[src/rtl/cei_mochila_pkg.sv]
// Shared types for the lockstep request voter: OBI request, lockstep mode and fault state.
package cei_mochila_pkg;

  typedef enum logic [1:0] {
    MODE_OFF = 2'd0,
    MODE_DMR = 2'd1,
    MODE_TMR = 2'd2
  } lockstep_mode_e;

  typedef enum logic [1:0] {
    LS_RUN      = 2'd0,
    LS_DEGRADED = 2'd1,
    LS_HALT     = 2'd2
  } lockstep_state_e;

  typedef struct packed {
    logic        req;
    logic        we;
    logic [3:0]  be;
    logic [31:0] addr;
    logic [31:0] wdata;
  } obi_req_t;

  // Illegal encodings fall back to DMR; TMR needs a third hart to vote with.
  function automatic lockstep_mode_e decode_mode(input logic [1:0] raw, input int nharts);
    case (raw)
      2'd0:    return MODE_OFF;
      2'd2:    return (nharts >= 3) ? MODE_TMR : MODE_DMR;
      default: return MODE_DMR;
    endcase
  endfunction

endpackage

[src/rtl/lockstep_req_cmp.sv]
// Masked equality of two OBI requests; fields only matter when the request is live.
module lockstep_req_cmp
  import cei_mochila_pkg::*;
(
  input  obi_req_t i_a,
  input  obi_req_t i_b,
  output logic     o_eq
);

  logic w_hdr_eq;
  logic w_wdata_eq;

  assign w_hdr_eq   = (i_a.addr == i_b.addr) && (i_a.we == i_b.we) && (i_a.be == i_b.be);
  assign w_wdata_eq = !i_a.we || (i_a.wdata == i_b.wdata);
  assign o_eq       = (i_a.req == i_b.req) && (!i_a.req || (w_hdr_eq && w_wdata_eq));

endmodule

[src/rtl/lockstep_voter.sv]
// Lockstep OBI request voter: DMR gate or TMR majority vote with fault isolation and recovery.
module lockstep_voter
  import cei_mochila_pkg::*;
#(
  parameter int NHARTS = 3,
  parameter int CNT_W  = 8
) (
  input  logic                    clk_i,
  input  logic                    rst_ni,
  input  logic [1:0]              mode_i,
  input  logic                    recover_i,
  input  obi_req_t [NHARTS-1:0]   core_instr_req_i,
  input  obi_req_t [NHARTS-1:0]   core_data_req_i,
  output obi_req_t                voted_instr_req_o,
  output obi_req_t                voted_data_req_o,
  output logic                    halt_o,
  output logic [NHARTS-1:0]       fault_mask_o,
  output logic                    err_corr_o,
  output logic                    err_uncorr_o,
  output logic [CNT_W-1:0]        corr_cnt_o
);

  localparam int NPAIRS = (NHARTS >= 3) ? 3 : 1;

  lockstep_state_e r_state, w_next_state;
  lockstep_mode_e  r_mode, w_mode, w_next_mode;
  logic            r_loaded;
  logic [2:0]      r_mask, w_next_mask;
  logic [CNT_W-1:0] r_cnt, w_next_cnt;

  // Pair index: 0 = harts 0/1, 1 = harts 0/2, 2 = harts 1/2.
  logic [2:0] w_pair_eq;
  logic [1:0] w_sel;
  logic       w_gate, w_corr, w_uncorr;
  logic [2:0] w_bad;

  for (genvar p = 0; p < 3; p++) begin : g_pair
    if (p < NPAIRS) begin : g_cmp
      localparam int A = (p == 2) ? 1 : 0;
      localparam int B = (p == 0) ? 1 : 2;
      logic w_i_eq, w_d_eq;
      lockstep_req_cmp u_cmp_instr (.i_a(core_instr_req_i[A]), .i_b(core_instr_req_i[B]), .o_eq(w_i_eq));
      lockstep_req_cmp u_cmp_data  (.i_a(core_data_req_i[A]),  .i_b(core_data_req_i[B]),  .o_eq(w_d_eq));
      assign w_pair_eq[p] = w_i_eq & w_d_eq;
    end else begin : g_tie
      assign w_pair_eq[p] = 1'b1;
    end
  end

  // Until the first clock after reset the mode register is not loaded yet; use the live input.
  assign w_mode = r_loaded ? r_mode : decode_mode(mode_i, NHARTS);

  always_ff @(posedge clk_i or negedge rst_ni) begin
    if (!rst_ni) begin
      r_state  <= LS_RUN;
      r_mode   <= MODE_DMR;
      r_loaded <= 1'b0;
      r_mask   <= '0;
      r_cnt    <= '0;
    end else begin
      r_state  <= w_next_state;
      r_mode   <= w_next_mode;
      r_loaded <= 1'b1;
      r_mask   <= w_next_mask;
      r_cnt    <= w_next_cnt;
    end
  end

  always_comb begin
    w_next_state = recover_i ? LS_RUN : r_state;
    w_next_mask  = recover_i ? 3'b000 : r_mask;
    w_next_mode  = (recover_i || !r_loaded) ? decode_mode(mode_i, NHARTS) : r_mode;
    w_next_cnt   = r_cnt;
    if (w_uncorr) begin
      w_next_state = LS_HALT;
    end else if (w_corr) begin
      w_next_state = LS_DEGRADED;
      w_next_mask  = w_next_mask | w_bad;
      if (r_cnt != {CNT_W{1'b1}}) w_next_cnt = r_cnt + CNT_W'(1);
    end
  end

  always_comb begin
    w_sel    = 2'd0;
    w_gate   = 1'b0;
    w_corr   = 1'b0;
    w_uncorr = 1'b0;
    w_bad    = 3'b000;
    if (r_state == LS_HALT) begin
      w_gate = 1'b1;
    end else if (w_mode == MODE_OFF) begin
      w_sel = 2'd0;
    end else if (r_state == LS_DEGRADED) begin
      // Only the two harts still trusted take part; forward the lower-indexed one.
      if (r_mask[0]) begin
        w_sel    = 2'd1;
        w_uncorr = !w_pair_eq[2];
      end else if (r_mask[1]) begin
        w_uncorr = !w_pair_eq[1];
      end else begin
        w_uncorr = !w_pair_eq[0];
      end
      w_gate = w_uncorr;
    end else if (w_mode == MODE_DMR) begin
      w_uncorr = !w_pair_eq[0];
      w_gate   = w_uncorr;
    end else if (w_pair_eq == 3'b111) begin
      w_sel = 2'd0;
    end else if (w_pair_eq == 3'b001) begin
      w_corr = 1'b1;
      w_bad  = 3'b100;
    end else if (w_pair_eq == 3'b010) begin
      w_corr = 1'b1;
      w_bad  = 3'b010;
    end else if (w_pair_eq == 3'b100) begin
      w_corr = 1'b1;
      w_bad  = 3'b001;
      w_sel  = 2'd1;
    end else begin
      w_uncorr = 1'b1;
      w_gate   = 1'b1;
    end
  end

  assign voted_instr_req_o = w_gate ? '0 : core_instr_req_i[w_sel];
  assign voted_data_req_o  = w_gate ? '0 : core_data_req_i[w_sel];
  assign halt_o            = (r_state == LS_HALT);
  assign fault_mask_o      = r_mask[NHARTS-1:0];
  assign err_corr_o        = w_corr;
  assign err_uncorr_o      = w_uncorr;
  assign corr_cnt_o        = r_cnt;

endmodule

[config.mk]
export PLATFORM = sky130hd
export DESIGN_NAME = lockstep_voter
export DESIGN_NICKNAME = d
export VERILOG_FILES = /design/src/rtl/cei_mochila_pkg.sv /design/src/rtl/lockstep_req_cmp.sv /design/src/rtl/lockstep_voter.sv
export SDC_FILE = /design/constraint.sdc
export NUM_CORES = 1
export LEC_CHECK = 0
export ABC_AREA = 1
export BUFFER_PORTS_ARGS = -buffer_cell sky130_fd_sc_hd__buf_2
export CAP_MARGIN = 20
export CELL_PAD_IN_SITES_DETAIL_PLACEMENT = 1
export CELL_PAD_IN_SITES_GLOBAL_PLACEMENT = 1
export CORE_AREA = 5 5 224 226
export DETAILED_ROUTE_END_ITERATION = 7
export DIE_AREA = 0 0 229 231
export PLACE_DENSITY = 0.74
export SETUP_SLACK_MARGIN = 0.2
export SLEW_MARGIN = 25
export SYNTH_ARGS = -nofsm -noshare
export SYNTH_HDL_FRONTEND = slang
export SYNTH_SLANG_ARGS = --single-unit
export TNS_END_PERCENT = 10
[constraint.sdc]
create_clock -name clk_i -period 3 [get_ports clk_i]
set_input_delay 0.3 -clock clk_i [delete_from_list [all_inputs] [get_ports clk_i]]
set_output_delay 0.3 -clock clk_i [all_outputs]
set_load 0.05 [all_outputs]
==> flow_summary.json <==
{
  "vias_per_cell": 4.64,
  "ir_worst_vdd_mv": 0.446,
  "tns_ps": -3810,
  "drive_gt1_share_pct": 37.2,
  "comb_power_share_pct": 90.4,
  "violations": "setup timing",
  "fp.coreArea_sq_mm": 0.0481,
  "dr_total_vias": 16884,
  "initial_utilization_pct": 21.7,
  "seq_area_frac_synth_pct": 3.85,
  "syn_to_final_growth_pct": 81.1,
  "dieArea_sq_mm": 0.0529,
  "dp_hpwl_um": 54200,
  "rsz0062_at_grt": "yes",
  "clockPowerShare_pct": 4.9,
  "cts_sinks": 16,
  "crit_required_ps": 2700,
  "min_period_ps": 3090,
  "cap_violations": 0,
  "pin_count": 579,
  "place_area_sq_mm": 0.0160,
  "ys_types": 31,
  "finalSetupViolCount": 94,
  "drtAntennaViolNets": 0,
  "hp-class": "input port to flip-flop",
  "cts_buffer_depth": 2,
  "finalPower_mw": 6.01,
  "die_y_um": 231,
  "rows": 81,
  "period_share_pct": 103,
  "holdWs_ps": 292,
  "clock_skew_ps": 1.55,
  "finalMaxSlewViolations": 0,
  "synth_fp_nets": 2663,
  "cp-end-kind": "output port",
  "cp_max_fo": 5,
  "start_kind": "input port",
  "ys_warn_count": 0,
  "cts_root_buf": "clkbuf_16",
  "insertion_delay_ps": 250,
  "max_freq_mhz": 324,
  "drtIter0Drc": 866,
  "fill_cells": 6624,
  "track_usage_pct": 22.6,
  "design_area_sq_mm": 0.0189,
  "internal-power_mw": 2.51,
  "drtPass1Iterations": 5,
  "nets": 3434,
  "portBuffers": 578,
  "routabilityCongestion": 0.952,
  "grt_start_max_net_pins": 64,
  "cts_max_level": 1,
  "route.detailed.drc": 0,
  "wirelength_um": 70000,
  "seqPwrFrac_pct": 4.7,
  "gr-total-overflow": 0,
  "p_leak_nw": 10.6,
  "dp.cells": 3600,
  "syn_area_per_cell_sq_um": 4.66,
  "synth-seq-cells": 16,
  "antenna_found_initial": 23,
  "cts_buffers": 3,
  "die_x_um": 229,
  "status": "finished, violations left",
  "syn_inst": 2237,
  "critical_path_class": "input port to output port",
  "netlist_area_sq_mm": 0.0104,
  "grt_pass1_wl_um": 95600,
  "routedWlPerCell_um": 19.2,
  "cts_tree": "yes",
  "power-per-cell-area_mw_per_mm2": 318,
  "cp.arrival_ps": 2790,
  "switching_share_pct": 58.3,
  "setup_slack_ps": -91.1,
  "first_global_vias": 16568,
  "layout.cells.non_filler": 3641,
  "final_hold_viol_count": 0,
  "switchingPower_mw": 3.50,
  "clk_pin_slew_ps": 50
}
flip-flops by register name (all words and copies together), names as in the netlist:
| register | count |
|---|---|
| corr_cnt_o | 8 |
| r_state | 2 |
| fault_mask_o | 3 |
| r_mode | 2 |
| r_loaded | 1 |
power groups by stage:
| stage | logic, mW | registers, mW | clock network (mW) |
|---|---|---|---|
| after global placement | 4.23 | 0.287 | 0 |
| after floorplan | 2.36 | 0.353 | 0 |
| after global routing | 5.73 | 0.291 | 0.308 |
| final | 5.43 | 0.285 | 0.292 |
| after detailed placement | 4.28 | 0.288 | 0 |
| after CTS | 4.77 | 0.285 | 0.297 |
worst max-delay path, cell delays in order:
cell and delay (ps):
buf_4 130, buf_6 120, inv_1 60, nand2_1 60
nand2_1 60, nand2_1 90, nor2_1 130, nand2_1 80
nor2_1 110, nand2_1 110, nand2_1 90, nand2_2 60
nand2_4 80, nand2_4 80, nand3_2 70, nand2_1 50
nand2_1 80, nand2_2 70, nand2_4 150, nand2_8 130
clkbuf_16 230, buf_8 140, nor2_4 140, buf_8 160
stage by stage:
step | setup slack (ps) | util, %
global route | -285 | 39.2
finish | -91.1 | 39.2
floorplan | 149 | -
global placement | -353 | 33.2
CTS | -38.8 | 36.3
detailed placement | -378 | 33.2
what timing repair did:
| action | 4_1_cts | 5_1_grt |
|---|---|---|
| endpoints found under the setup margin | 140 | 140 |
| pin swaps | 42 | 122 |
| gates cloned | 6 | 8 |
| endpoints found under the hold margin | 15 | 0 |
| resized for setup | 379 | 331 |
| setup buffers | 5 | 5 |
| hold buffers | 1 | 0 |
cell type report:
| cell class | count | area (sq um) | share of cell area, % |
|---|---|---|---|
| diodes | 12 | 30.0 | 0.159 |
| well taps | 622 | 778 | 4.12 |
| inverters | 397 | 1490 | 7.90 |
| repair buffers | 826 | 6660 | 35.3 |
| clock buffers | 4 | 88.8 | 0.470 |
| multi-input cells | 1764 | 9430 | 49.9 |
| flip-flops and latches | 16 | 402 | 2.13 |
layout by cell type (no fill, tap or decap), types with 2 or more instances in the layout:
| master | instances |
|---|---|
| xnor2_1 | 165 |
| nand2_2 | 43 |
| o211ai_1 | 2 |
| or2_2 | 3 |
| clkbuf_4 | 6 |
| nand3b_1 | 5 |
| inv_2 | 33 |
| buf_4 | 184 |
| a21oi_2 | 2 |
| buf_8 | 19 |
| inv_1 | 363 |
| xnor2_2 | 27 |
| dfrtp_1 | 15 |
| xor2_1 | 30 |
| buf_16 | 8 |
| nand2_8 | 4 |
| nor2_4 | 68 |
| o21ai_0 | 67 |
| nand4_1 | 4 |
| clkbuf_16 | 10 |
| buf_6 | 148 |
| nand3_2 | 3 |
| nand2_1 | 839 |
| nand3_1 | 172 |
| diode_2 | 12 |
| a21oi_1 | 3 |
| buf_12 | 39 |
| nor2_2 | 88 |
| o32ai_1 | 2 |
| nor3_1 | 3 |
| nand2_4 | 10 |
| buf_2 | 413 |
| o21ai_1 | 22 |
| nor2_1 | 189 |
| o22ai_1 | 3 |
cells by family (layout without fill, tap and decap cells):
group           Yosys count  after routing  share of synthesized area [%]
xor+xnor                224            224                           18.8
other cells               1             13                         0.0360
fa+ha+maj                 1              1                          0.120
simple gates           1433           1434                           54.3
flops                    16             16                           3.85
compound gates          104            104                           5.24
buf+inv                 458           1227                           17.7
cell usage after synthesis, drive strengths merged:
| master | number | area share, % |
|---|---|---|
| a211oi | 1 | 0.12 |
| a21oi | 5 | 0.24 |
| buf | 42 | 2.7 |
| clkbuf | 19 | 0.68 |
| clkinv | 1 | 0.036 |
| conb | 1 | 0.036 |
| dfrtp | 15 | 3.6 |
| dfstp | 1 | 0.25 |
| ha | 1 | 0.12 |
| inv | 396 | 14 |
| nand2 | 895 | 32 |
| nand3 | 176 | 8.5 |
| nand3b | 5 | 0.36 |
| nand4 | 4 | 0.24 |
| nor2 | 345 | 12 |
| nor3 | 4 | 0.19 |
| o211ai | 2 | 0.14 |
| o21ai | 90 | 4.3 |
| o22ai | 3 | 0.18 |
| o31ai | 1 | 0.072 |
| o32ai | 2 | 0.17 |
| or2 | 4 | 0.24 |
| xnor2 | 193 | 16 |
| xor2 | 31 | 2.6 |
path summary, 6_finish.rpt:
check                                startpoint                     to  slack, ps  cells past startpoint
setup / recovery           core_instr_req_i[83]  voted_instr_req_o[12]        -90                     24
hold / removal                        recover_i        fault_mask_o[0]        290                      2
setup reg to reg                      r_mode[0]             r_state[0]       1180                     13
hold reg to reg                       r_mode[0]              r_mode[0]        500                      2
max in group asynchronous                rst_ni              r_mode[0]       2180                      2
min in group asynchronous                rst_ni          corr_cnt_o[0]        500                      2
per-layer routing:
metal	vias to the layer above	wire (um)	GRT usage [%]
met5	-	120	0
met4	20	1950	4.59
met3	134	3970	4.10
met2	583	36100	42.9
met1	7995	27800	26.6
li1	8152	-	-
Power figures use the tool's default switching activity.
